## src/rtl/lfsr_perm_pkg.sv

```systemverilog
// Shared types and constants for the permuted Galois LFSR generator.
package lfsr_perm_pkg;

    // Reseed controller states.
    typedef enum logic [1:0] {
        ST_UNSEEDED = 2'd0,
        ST_RUN      = 2'd1,
        ST_EXPIRED  = 2'd2
    } reseed_state_e;

    // Permutation table of the classic 64-bit, 6-bit-index configuration.
    typedef logic [63:0][5:0] lfsr_perm64_t;

    localparam logic [63:0] DEFAULT_TAP_MASK = 64'hD800_0000_0000_0000;
    localparam logic [63:0] DEFAULT_SEED     = 64'h1;

    // Identity permutation for a state of 'width' bits. Entries are packed
    // back to back with a stride of $clog2(width) bits from bit 0 upward, so
    // truncating the result to width*$clog2(width) bits gives exactly the
    // layout of a logic [width-1:0][$clog2(width)-1:0] table.
    function automatic lfsr_perm64_t identity_perm(int unsigned width);
        logic [64*6-1:0] flat;
        int unsigned     w;
        flat = '0;
        w    = $clog2(width);
        for (int unsigned i = 0; i < width && i < 64; i++) begin
            for (int unsigned b = 0; b < 6; b++) begin
                if (b < w) flat[i*w + b] = i[b];
            end
        end
        return flat;
    endfunction

endpackage

```

## src/rtl/lfsr_perm_reseed_ctrl.sv

```systemverilog
// Reseed policy: tracks seeded/expired status and counts steps since the
// last accepted seed. Decides when the LFSR datapath may step.
module lfsr_perm_reseed_ctrl
    import lfsr_perm_pkg::*;
#(
    parameter int unsigned ReseedInterval = 1024,
    parameter bit          StallOnExpiry  = 1'b1
) (
    input  logic clk_i,
    input  logic rst_i,
    input  logic en_i,
    input  logic seed_accept_i,
    output logic step_o,
    output logic rnd_valid_o,
    output logic reseed_req_o
);

    localparam int unsigned      CntW   = $clog2(ReseedInterval + 1);
    localparam logic [CntW-1:0]  CntMax = CntW'(ReseedInterval);

    reseed_state_e   state_q;
    logic [CntW-1:0] cnt_q;
    logic [CntW-1:0] cnt_inc;

    // A step only happens while running, and a same-cycle seed takes priority.
    // In stall mode RUN always has cnt_q < CntMax, since reaching the limit
    // leaves RUN on the same edge.
    assign step_o = en_i && (state_q == ST_RUN) && !seed_accept_i;

    // Saturating increment of the step counter.
    always_comb begin
        // NOTE: every always_comb output gets a default first so no path can
        // leave it unassigned and infer a latch.
        cnt_inc = cnt_q;
        if (cnt_q != CntMax) cnt_inc = cnt_q + 1'b1;
    end

    // FSM, step counter and registered status outputs.
    always_ff @(posedge clk_i) begin
        // NOTE: reset is sampled on the clock edge; state uses non-blocking
        // assignments so all registers update together from pre-edge values.
        if (rst_i) begin
            state_q      <= ST_UNSEEDED;
            cnt_q        <= '0;
            rnd_valid_o  <= 1'b0;
            reseed_req_o <= 1'b1;
        end else if (seed_accept_i) begin
            state_q      <= ST_RUN;
            cnt_q        <= '0;
            rnd_valid_o  <= 1'b1;
            reseed_req_o <= 1'b0;
        end else begin
            case (state_q)
                ST_RUN: begin
                    if (step_o) begin
                        cnt_q <= cnt_inc;
                        if (cnt_inc == CntMax) begin
                            reseed_req_o <= 1'b1;
                            if (StallOnExpiry) begin
                                state_q     <= ST_EXPIRED;
                                rnd_valid_o <= 1'b0;
                            end
                        end
                    end
                end
                ST_UNSEEDED, ST_EXPIRED: begin
                    rnd_valid_o  <= 1'b0;
                    reseed_req_o <= 1'b1;
                end
                default: begin
                    state_q      <= ST_UNSEEDED;
                    rnd_valid_o  <= 1'b0;
                    reseed_req_o <= 1'b1;
                end
            endcase
        end
    end

endmodule

```

## src/rtl/lfsr_perm_gen.sv

```systemverilog
// Parametrised Galois LFSR with a fixed output bit permutation, a seed load
// handshake and reseed accounting. The datapath and permutation live here;
// the reseed policy is in lfsr_perm_reseed_ctrl.
module lfsr_perm_gen
    import lfsr_perm_pkg::*;
#(
    parameter int unsigned LfsrDw         = 64,
    parameter int unsigned OutDw          = LfsrDw,
    parameter int unsigned PermIdxW       = $clog2(LfsrDw),
    parameter logic [LfsrDw-1:0] TapMask     = LfsrDw'(DEFAULT_TAP_MASK),
    parameter logic [LfsrDw-1:0] DefaultSeed = LfsrDw'(DEFAULT_SEED),
    parameter logic [LfsrDw-1:0][PermIdxW-1:0] Perm =
        (LfsrDw*PermIdxW)'(identity_perm(LfsrDw)),
    parameter int unsigned ReseedInterval = 1024,
    parameter bit          StallOnExpiry  = 1'b1
) (
    input  logic              clk_i,
    input  logic              rst_i,
    input  logic              en_i,
    input  logic              seed_valid_i,
    output logic              seed_ready_o,
    input  logic [LfsrDw-1:0] seed_i,
    output logic              rnd_valid_o,
    output logic [OutDw-1:0]  rnd_o,
    output logic              reseed_req_o,
    output logic              zero_seed_o
);

    // True when every index 0..LfsrDw-1 appears exactly once in Perm.
    function automatic bit perm_is_bijection();
        int hits;
        for (int v = 0; v < int'(LfsrDw); v++) begin
            hits = 0;
            for (int i = 0; i < int'(LfsrDw); i++) begin
                if (int'(Perm[i]) == v) hits++;
            end
            if (hits != 1) return 1'b0;
        end
        return 1'b1;
    endfunction

    if (LfsrDw < 4) begin : g_bad_width
        $error("lfsr_perm_gen: LfsrDw must be at least 4");
    end
    if (OutDw < 1 || OutDw > LfsrDw) begin : g_bad_outdw
        $error("lfsr_perm_gen: OutDw must be in 1..LfsrDw");
    end
    if (DefaultSeed == '0) begin : g_bad_seed
        $error("lfsr_perm_gen: DefaultSeed must be nonzero");
    end
    if (!TapMask[LfsrDw-1]) begin : g_bad_taps
        $error("lfsr_perm_gen: TapMask must have its top bit set");
    end
    if (!perm_is_bijection()) begin : g_bad_perm
        $error("lfsr_perm_gen: Perm is not a bijection on 0..LfsrDw-1");
    end

    logic [LfsrDw-1:0] state_q;
    logic [LfsrDw-1:0] state_next;
    logic [LfsrDw-1:0] perm_state;
    logic              seed_accept;
    logic              step;

    // Seeds are always welcome; a seed in the reset cycle is dropped by the
    // reset branches below.
    assign seed_ready_o = 1'b1;
    assign seed_accept  = seed_valid_i && seed_ready_o;

    lfsr_perm_reseed_ctrl #(
        .ReseedInterval (ReseedInterval),
        .StallOnExpiry  (StallOnExpiry)
    ) u_reseed_ctrl (
        .clk_i         (clk_i),
        .rst_i         (rst_i),
        .en_i          (en_i),
        .seed_accept_i (seed_accept),
        .step_o        (step),
        .rnd_valid_o   (rnd_valid_o),
        .reseed_req_o  (reseed_req_o)
    );

    // One Galois step: shift right, fold the feedback mask in when bit 0 is set.
    always_comb begin
        state_next = {1'b0, state_q[LfsrDw-1:1]} ^ ({LfsrDw{state_q[0]}} & TapMask);
    end

    // State register; a zero seed is replaced by DefaultSeed so the LFSR
    // can never lock up in the all-zero state.
    always_ff @(posedge clk_i) begin
        if (rst_i) begin
            state_q     <= DefaultSeed;
            zero_seed_o <= 1'b0;
        end else if (seed_accept) begin
            if (seed_i == '0) begin
                state_q     <= DefaultSeed;
                zero_seed_o <= 1'b1;
            end else begin
                state_q <= seed_i;
            end
        end else if (step) begin
            state_q <= state_next;
        end
    end

    // Output permutation straight off the state register.
    always_comb begin
        perm_state = '0;
        for (int i = 0; i < int'(LfsrDw); i++) begin
            perm_state[i] = state_q[Perm[i]];
        end
    end

    assign rnd_o = perm_state[OutDw-1:0];

endmodule

```

## config.mk

```make
export PLATFORM = sky130hd
export DESIGN_NAME = lfsr_perm_gen
export DESIGN_NICKNAME = d
export VERILOG_FILES = /design/src/rtl/lfsr_perm_pkg.sv /design/src/rtl/lfsr_perm_reseed_ctrl.sv /design/src/rtl/lfsr_perm_gen.sv
export SDC_FILE = /design/constraint.sdc
export NUM_CORES = 1
export LEC_CHECK = 0
export BUFFER_PORTS_ARGS = -buffer_cell sky130_fd_sc_hd__buf_2
export CAP_MARGIN = 15
export CELL_PAD_IN_SITES_DETAIL_PLACEMENT = 0
export CELL_PAD_IN_SITES_GLOBAL_PLACEMENT = 1
export CORE_UTILIZATION = 35
export DETAILED_ROUTE_END_ITERATION = 16
export GPL_ROUTABILITY_DRIVEN = 0
export GPL_TIMING_DRIVEN = 0
export PLACE_DENSITY_LB_ADDON = 0.1
export SYNTH_ARGS = -nofsm -noshare
export SYNTH_HDL_FRONTEND = slang
export SYNTH_SLANG_ARGS = --single-unit
export TNS_END_PERCENT = 20
```

## constraint.sdc

```tcl
create_clock -name clk_i -period 2.6 [get_ports clk_i]
set_clock_uncertainty 0.15 [all_clocks]
set_input_delay 0.26 -clock clk_i [delete_from_list [all_inputs] [get_ports clk_i]]
set_output_delay 0.26 -clock clk_i [all_outputs]
set_load 0.01 [all_outputs]
```

-- Word level (Yosys, flattened, before mapping)
Cells that the tools add are included.
- equal/unequal tests: 9
- add/subtract/negate cells: 1
- mux-type cells: 16
- bitwise logic cells: 2
- reduce and logical (&&, ||, !) cells: 13
- operator list (kind ; count):
    $mux 64 ; 3
    $logic_not 64->1 ; 1
    $xor 63x64->64 ; 1
    $add 11x1->11 const B ; 1
    $eq 11x11->1 const B ; 1
    $mux 11 ; 1
    $ne 11x11->1 const B ; 1
    $mux 1 ; 9
    $ne 2x2->1 const B ; 3
    $ne 3x3->1 const B ; 2
    $reduce_and 2->1 ; 3
    $reduce_and 3->1 ; 2
    $mux 2 ; 2
    $pmux 2 s2 ; 1
    $reduce_or 2->1 ; 2
    $eq 2x1->1 const B ; 1
    $eq 2x2->1 const B ; 1
    $logic_and 1x1->1 ; 2
    $logic_not 2->1 ; 1
    $reduce_bool 2->1 ; 1
    $logic_not 1->1 ; 1
    $not 1->1 ; 1
- input bits: 68
- output and inout port bits: 68
- register bits: 80
- logic and storage cells: 48

-- Logic depth before layout (Yosys ltp)
Gate-level depths: netlist (run 1).
- word-level depth: 7
- gate-level depth with buffers: 7
- gate-level depth less buffers: 6

-- Modules after synthesis
A second synthesis (run 1) with hierarchy kept.
- cells, all modules: 500
- area, all modules: 4030.1 um^2
- modules (own cells, without submodules) (module ; instances ; sequential area each (um^2) ; area an instance (um^2) ; cells an instance):
    lfsr_perm_gen ; 1 ; 1301.2 ; 3066.7 ; 380
    lfsr_perm_reseed_ctrl ; 1 ; 300.3 ; 963.4 ; 120

-- Worst setup path before layout (run 1)
OpenSTA, ideal clock, no wires.
- path kind: register to register
- start point: register u_reseed_ctrl.cnt_q[2]
- end point: register u_reseed_ctrl.reseed_req_o
- library setup time: 0.120 ns
- arrival time: 1.557 ns
- buffers on the path: 1
- slack: 0.773 ns
- stages on the path, launching flop included: 7
- required time: 2.330 ns
- period minus slack after synthesis: 1.827 ns
- cell sequence: dfxtp_1 -> buf_6 -> nor4b_2 -> and4b_2 -> mux2i_1 -> nor4_4 -> a211o_1
- longest elaborated chain between the ends: 5
- elaborated cells between the ends (all ways): 6
- classes of those cells: add/sub: 1; eq/ne: 3; mux: 1; reduce/logical: 1
- ends and longest elaborated chain (element ; line ; RTL):
    start, declared ; lfsr_perm_reseed_ctrl.sv:22 ; logic [CntW-1:0] cnt_q;
    start signal, assigned ; lfsr_perm_reseed_ctrl.sv:56 ; cnt_q <= cnt_inc;
    $add 11x1->11 / $ne 11x11->1 (equally long branches) ; lfsr_perm_reseed_ctrl.sv:35 ; if (cnt_q != CntMax) cnt_inc = cnt_q + 1'b1;
    $mux 11 (*) ; lfsr_perm_reseed_ctrl.sv:35 ;
    $eq 11x11->1 (*) ; lfsr_perm_reseed_ctrl.sv:57 ; if (cnt_inc == CntMax) begin
    $ne 3x3->1 (no source line) (*) ; -- ;
    $reduce_and 2->1 (no source line) (*) ; -- ;
    end signal, assigned ; lfsr_perm_reseed_ctrl.sv:46 ; reseed_req_o <= 1'b1;
    end signal, assigned ; lfsr_perm_reseed_ctrl.sv:58 ; reseed_req_o <= 1'b1;
    end signal, assigned ; lfsr_perm_reseed_ctrl.sv:68 ; reseed_req_o <= 1'b1;
    end, declared ; lfsr_perm_reseed_ctrl.sv:15 ; output logic reseed_req_o
Mark *: on every way between the ends. The rest lies on a longest branch, timed or not.
A chain may end at the register's enable or synchronous reset.

-- Worst setup path in the final report (run 1)
- start point: register u_reseed_ctrl.state_q[1]
- end point: register state_q[45], in the netlist rnd_o[45]
- longest elaborated chain between the ends: 4
- ends and longest elaborated chain (element ; line ; RTL):
    start, declared ; lfsr_perm_reseed_ctrl.sv:21 ; reseed_state_e state_q;
    start signal, assigned ; lfsr_perm_reseed_ctrl.sv:43 ; state_q <= ST_UNSEEDED;
    start signal, assigned ; lfsr_perm_reseed_ctrl.sv:48 ; state_q <= ST_RUN;
    start signal, assigned ; lfsr_perm_reseed_ctrl.sv:60 ; state_q <= ST_EXPIRED;
    $eq 2x1->1 ; lfsr_perm_reseed_ctrl.sv:28 ; assign step_o = en_i && (state_q == ST_RUN) && !seed_accept_i;
    $logic_and 1x1->1 (2 in a row) ; lfsr_perm_reseed_ctrl.sv:28 ;
    $reduce_bool 2->1 (no source line) ; -- ;
    end signal, assigned ; lfsr_perm_gen.sv:91 ; state_q <= DefaultSeed;
    end signal, assigned ; lfsr_perm_gen.sv:95 ; state_q <= DefaultSeed;
    end signal, assigned ; lfsr_perm_gen.sv:98 ; state_q <= seed_i;
    end, declared ; lfsr_perm_gen.sv:58 ; logic [LfsrDw-1:0] state_q;
No other way between the ends.

==> results of run 1 <==
==> where the power goes <==
part | internal [µW] | switching [µW] | total, µW
Clock | 566 | 484 | 1050
Combinational | 174 | 267 | 440
Sequential | 1300 | 55.8 | 1350
Total | 2040 | 807 | 2840
==> area by class of cell <==
class                      instances  area, µm²
buffer                            45        201
clock buffer                      11        141
clock inverter                     5       80.1
fill                            1175       5870
inverter                           7       26.3
multi-input combinational        382       2050
sequential                        80       1600
tap                              140        175
timing repair buffer             135        691
==> final timing paths <==
kind / end / startpoint / depth (start not counted) / slack, ns
min: rnd_o[63] / seed_i[63] / 3 / 0.002
max reg2reg: rnd_o[45] / u_reseed_ctrl.state_q[1] / 6 / 0.35
max: rnd_o[45] / u_reseed_ctrl.state_q[1] / 6 / 0.35
min reg2reg: zero_seed_o / zero_seed_o / 2 / 0.30
==> per-layer routing <==
metal	routed length (µm)	track usage (%)	vias up
met4	218	7.83	0
met1	5960	31.2	2011
met5	0	0	-
met2	5920	36.0	140
li1	-	-	2079
met3	836	4.60	15
==> cells in the mapped netlist, drive strengths merged <==
cell,instances
nor2b,1
nand2,137
dfxtp,80
and3,1
and2,1
a211o,1
a21oi,25
o2111a,1
nand3,8
o21ai,4
inv,7
nor2,73
mux2i,2
nand4b,1
and4,1
xor2,5
ha,2
nor3,9
xnor2,9
conb,1
nor3b,1
a31oi,1
nor4,17
clkbuf,33
o311ai,1
or2,1
a31o,1
nor4b,1
nand3b,2
a21o,12
and4b,1
and3b,1
a311oi,44
or3,3
buf,12
a211oi,7
nand4,7
==> repair_timing <==
| action | CTS | global route |
|---|---|---|
| setup endpoints to repair | 0 | 0 |
| hold buffers | 2 | 1 |
| endpoints found under the hold margin | 2 | 1 |
==> kinds of logic after synthesis <==
group                      after synthesis  synth area share (%)
and+or+nand+nor                        266                  30.0
AOI/OAI and AO/OA                       97                  18.5
DFF                                     80                  41.3
buffers and inverters                   52                  5.87
xor gates and xnor gates                14                  3.16
adders and majority gates                2                 0.644
muxes                                    2                 0.516
other                                    1                0.0966
==> worst max-delay path, cell delays in order (launching register included) <==
cell and delay (ns):
dfxtp_1 0.33, and3b_1 0.21, clkbuf_1 0.33, buf_2 0.33
buf_1 0.42, nand2_1 0.12, a311oi_1 0.28
==> metrics by stage <==
step / util (%) / hold WS [ns] / power, µW / cells
after floorplan: - / 0.254 / 1600 / 514
after global placement: 43.5 / 0.284 / 1810 / 786
after detailed placement: 43.5 / 0.287 / 1820 / 786
after CTS: 45.8 / 0.000355 / 2860 / 804
after global routing: 45.8 / 0.0169 / 2990 / 805
final: 45.8 / 0.00237 / 2840 / 805
==> sequential cells by signal, indices dropped and copies added (netlist names) <==
signal	flops
rnd_o	64
u_reseed_ctrl.cnt_q	11
u_reseed_ctrl.reseed_req_o	1
u_reseed_ctrl.rnd_valid_o	1
u_reseed_ctrl.state_q	2
zero_seed_o	1
==> flow_summary.ini, run 1 <==
[place]
place_ws_ns = 0.369
placement.cell_area_mm2 = 0.00472
port_buffers = 132
place.detailed.hpwl_um = 9600

[routing]
vias_per_cell = 5.27
drcViolationCount = 0
wl_per_cell_um = 16.1
drt_wl_total_um = 12900
routed-via-count = 4245
firstDrtPassIters = 6
drt.antenna.violating_nets = 0
drt_iter0_markers = 200

[synth]
synthDominantAreaCellType = dfxtp_1
synth_area_mm2 = 0.00388
syn_nets = 584
number_of_register_bits_inferred_by_synthesis = 80
syn_area_cell_um2 = 7.55
post_synth_num_cell_types = 42
yosys-top-cells-area = dfxtp_1 41%, nand2_1 13%, a311oi_1 9.9%
yosys_warning_total = 0
post_synth_inst_count = 514
synth.top_cell.area_share_pct = 41.3
synth_sequential_area_ratio_pct = 41.3

[setup_path]
arrival_ns = 2.36
timing.critical_path.from_type = flip-flop
worst-path-max-fanout = 10
worstPathRequired_ns = 2.71
crit_type = reg2reg
critical_path_capture_point_type = flip-flop

[timing]
timing.final.setup_violations = 0
grt_setup_unrepaired = false
hold_violations = 0
max_clock_freq_mhz = 444
relSlewSlack_pct = 42.8
worst_pin_slew_ns = 0.848
timing.final.max_slew_violations = 0
fin_setup_tns_ns = 0
fin_ws_ns = 0.348
fin_crit_ns = 2.25
fin_crit_sh_pct = 86.6

[cts]
clk-insertion-delay-late_ns = 0.36
numClockSinks = 80
clock_tree_from_tritoncts = built
ctsRootBufferMaster = clkbuf_8
cts.reportedPaths.clkPinSlew_ns = 0.09
cts_made_buffers = 9
clock_tree.buffer_depth = 2
cts_resized = 0
cts_setup_buffers = 0
cts_htree_levels = 3

[cells_and_area]
nets = 730
area_growth_pct = 28.0
layout-drive-gt1-share_pct = 24.1
insertedDiodeCount = 0
final_cell_area_mm2 = 0.00497
most_common_cell_after_layout_fill_and_taps_aside = nand2_1
layout_common_cells = 137 x nand2_1, 134 x buf_2, 80 x dfxtp_1

[floorplanning]
floorplan.initialDensity_pct = 35.8
die_area_mm2 = 0.0115
core_area_mm2 = 0.0108
floorplan_die_height_um = 107
die_x_um = 107
design.portCount = 136
row_count = 38

[grt]
gr-usage-all-layers_pct = 22.9
number_of_antenna_violations_at_the_first_check_in_global_routing = 0
grt_first_pass_wirelength_um = 20500
number_of_global_route_vias_before_repair = 3963
largest_net_degree_at_the_start_of_global_routing = 14
grt.overflow.total = 0

[power]
p_leak_uw = 0.00200
pwr_density_mw_per_mm2 = 572
peakVddDrop_mv = 0.259

[min_path]
min_path_type = in2reg

[outcome]
outcome = finished, final reports clean

[job]
maxCapViolations = 0
No activity file was read; power rests on OpenSTA's default activity.
==> run 2, diff against run 1 <==
ABC_AREA = 1   (was not set)
==> run 2 against run 1 <==
  * Worst hold slack improved by 0.020 ns
  * Via count shrank 8.7%
  * Global-route usage fell by 2.1 points
  * Setup slack better by 0.35 ns
  * Core utilization up 0.55 points
  * Die area is 3.0% lower
  * Maximum frequency grew 18%
  * First-iteration DRC count grew 5.5%
  * Sequential power hardly changed
  * Largest cell class unchanged
  * Largest power group unchanged
==> flow_summary.ini, run 2 <==
[outcome]
outcome = finished, final reports clean

[cts]
numClockSinks = 80
clock_tree_from_tritoncts = built
clk-insertion-delay-late_ns = 0.35
ctsRootBufferMaster = clkbuf_8
cts_made_buffers = 9
cts_htree_levels = 3
cts.hold.buffers_added = 0
cts_resized = 0
cts.reportedPaths.clkPinSlew_ns = 0.10
cts_setup_buffers = 0
clock_tree.buffer_depth = 2

[grt]
number_of_global_route_vias_before_repair = 3658
gr-usage-all-layers_pct = 20.8
grt_first_pass_wirelength_um = 18400
grt.overflow.total = 0
number_of_antenna_violations_at_the_first_check_in_global_routing = 0
largest_net_degree_at_the_start_of_global_routing = 16

[synth]
synth.top_cell.area_share_pct = 42.6
yosys_most_used_dff = dfxtp_1
most_frequent_cell_after_synthesis = dfxtp_1
post_synth_inst_count = 472
synth_top_cells_by_count = 80 x dfxtp_1, 78 x inv_1, 64 x o21ai_0, 55 x a221oi_1, 39 x nand2_1
yosys_warning_total = 0
syn_nets = 542
syn_area_cell_um2 = 7.97
number_of_register_bits_inferred_by_synthesis = 80
yosys-top-cells-area = dfxtp_1 43%, a221oi_1 13%, o21ai_0 8.5%
synth_area_mm2 = 0.00376
synth_sequential_area_ratio_pct = 42.6
synth_enable_flop_cells = 0
synthDominantAreaCellType = dfxtp_1
post_synth_num_cell_types = 38
ys_async_sr_fraction_pct = 0

[cells_and_area]
final-instance-count-excl-fill = 757
insertedDiodeCount = 0
most_common_cell_after_layout_fill_and_taps_aside = buf_2
layout-drive-gt1-share_pct = 29.5
layout_common_cells = 138 x buf_2, 80 x dfxtp_1, 78 x inv_1
area_growth_pct = 27.8
nets = 686
largest_register_ffs = 64

[timing]
fin_crit_sh_pct = 73.3
timing.final.max_slew_violations = 0
max_clock_freq_mhz = 524
fin_crit_ns = 1.91
worst_pin_slew_ns = 0.594
hold_slack_ns = 0.0220
timing.final.setup_violations = 0
relSlewSlack_pct = 60.4
hold_violations = 0
fin_setup_tns_ns = 0
grt_setup_unrepaired = false

[floorplanning]
row_count = 37
floorplan_die_height_um = 106
core_area_mm2 = 0.0104
floorplan.initialDensity_pct = 36.3
design.portCount = 136
die_area_mm2 = 0.0112
die_x_um = 106

[setup_path]
crit_type = reg2reg
r2r_setup_slack_ns = 0.69
worstPathRequired_ns = 2.70
arrival_ns = 2.00
timing.critical_path.from_type = flip-flop
critical_path_capture_point_type = flip-flop
worst-path-max-fanout = 5

[job]
maxCapViolations = 0

[routing]
vias_per_cell = 5.12
drcViolationCount = 0
routed-via-count = 3874
drt.antenna.violating_nets = 0
drt_iter0_markers = 211
wl_per_cell_um = 14.8
firstDrtPassIters = 5
drt_wl_total_um = 11200

[power]
clock_power_share_pct = 35.1
sum_of_internal_switching_and_leakage_power_uw = 2820
p_leak_uw = 0.00218
power_switching_share_pct = 29.6
pwr_density_mw_per_mm2 = 587
peakVddDrop_mv = 0.304
intPower_uw = 1990
power.combinational.fraction_pct = 16.6
power.switching_uw = 837
power.sequential.fraction_pct = 48.2

[place]
place.detailed.hpwl_um = 8780
port_buffers = 133
dp.cells = 741

[min_path]
min_path_type = in2reg
run 2: cell count changes after synthesis, sizes merged, moves of 6 or more:
cell / change
nor4: -9
o21ai: +62
a221oi: +55
a21oi: -10
nand3: +6
nor2: -37
a311oi: -44
nand2: -94
inv: +77
xnor2: -6
a21o: -12
clkbuf: -12
run 2: cell type report:
type | count | area, µm²
Clock inverter | 6 | 73.8
Tap cell | 136 | 170
Inverter | 84 | 318
Fill cell | 1116 | 5560
Sequential cell | 80 | 1600
Timing Repair Buffer | 133 | 666
Multi-Input combinational cell | 275 | 1670
Clock buffer | 10 | 138
Buffer | 33 | 171
run 2: critical path, cell delays in order (launching register included):
cell and delay [ns]:
dfxtp_1 0.42, ha_1 0.28, nand2_2 0.09, nor2_4 0.10, nand2_4 0.07, xor2_1 0.19
nand2_1 0.12, nor2_2 0.13, nand3_2 0.11, nand2_1 0.11, inv_1 0.05
run 2: routing by layer:
layer,wire length (µm),vias up,GRT usage [%]
li1,-,1933,-
met1,5040,1818,27.6
met2,5310,112,33.3
met3,740,11,4.89
met4,150,0,6.25
met5,0,-,0
run 2: stage by stage:
step | instance area [µm²] | setup slack (ns) | utilization [%]
6_report | 4810 | 0.693 | 46.4
5_1_grt | 4810 | 0.576 | 46.4
4_1_cts | 4810 | 0.701 | 46.4
3_5_place_dp | 4600 | 0.722 | 44.4
3_3_place_gp | 4600 | 0.728 | 44.4
2_1_floorplan | 3760 | 0.934 | -
run 2: cells by family (layout without fill, tap and decap cells):
family | count (synthesis) | after routing | synth area share [%]
AOI/OAI and AO/OA | 149 | 149 | 26.5
buffers and inverters | 117 | 266 | 13.0
and+or+nand+nor | 116 | 116 | 15.6
DFF | 80 | 80 | 42.6
xor gates and xnor gates | 7 | 7 | 1.63
adders and majority gates | 2 | 2 | 0.665
other | 1 | 1 | 0.0996
run 2: power by group through the flow:
stage / logic [µW] / registers [µW] / clock network, µW
after floorplan: 216 / 1430 / 0
after detailed placement: 472 / 1390 / 0
after global placement: 469 / 1390 / 0
after CTS: 473 / 1360 / 1020
final: 469 / 1360 / 992
after global routing: 526 / 1370 / 1060
run 2: final timing paths:
path,start,endpoint,cells past startpoint
worst max-delay path,u_reseed_ctrl.cnt_q[0],u_reseed_ctrl.state_q[0],10
worst min-delay path,rst_i,zero_seed_o,2
worst max register to register,u_reseed_ctrl.cnt_q[0],u_reseed_ctrl.state_q[0],10
worst min register to register,zero_seed_o,zero_seed_o,2
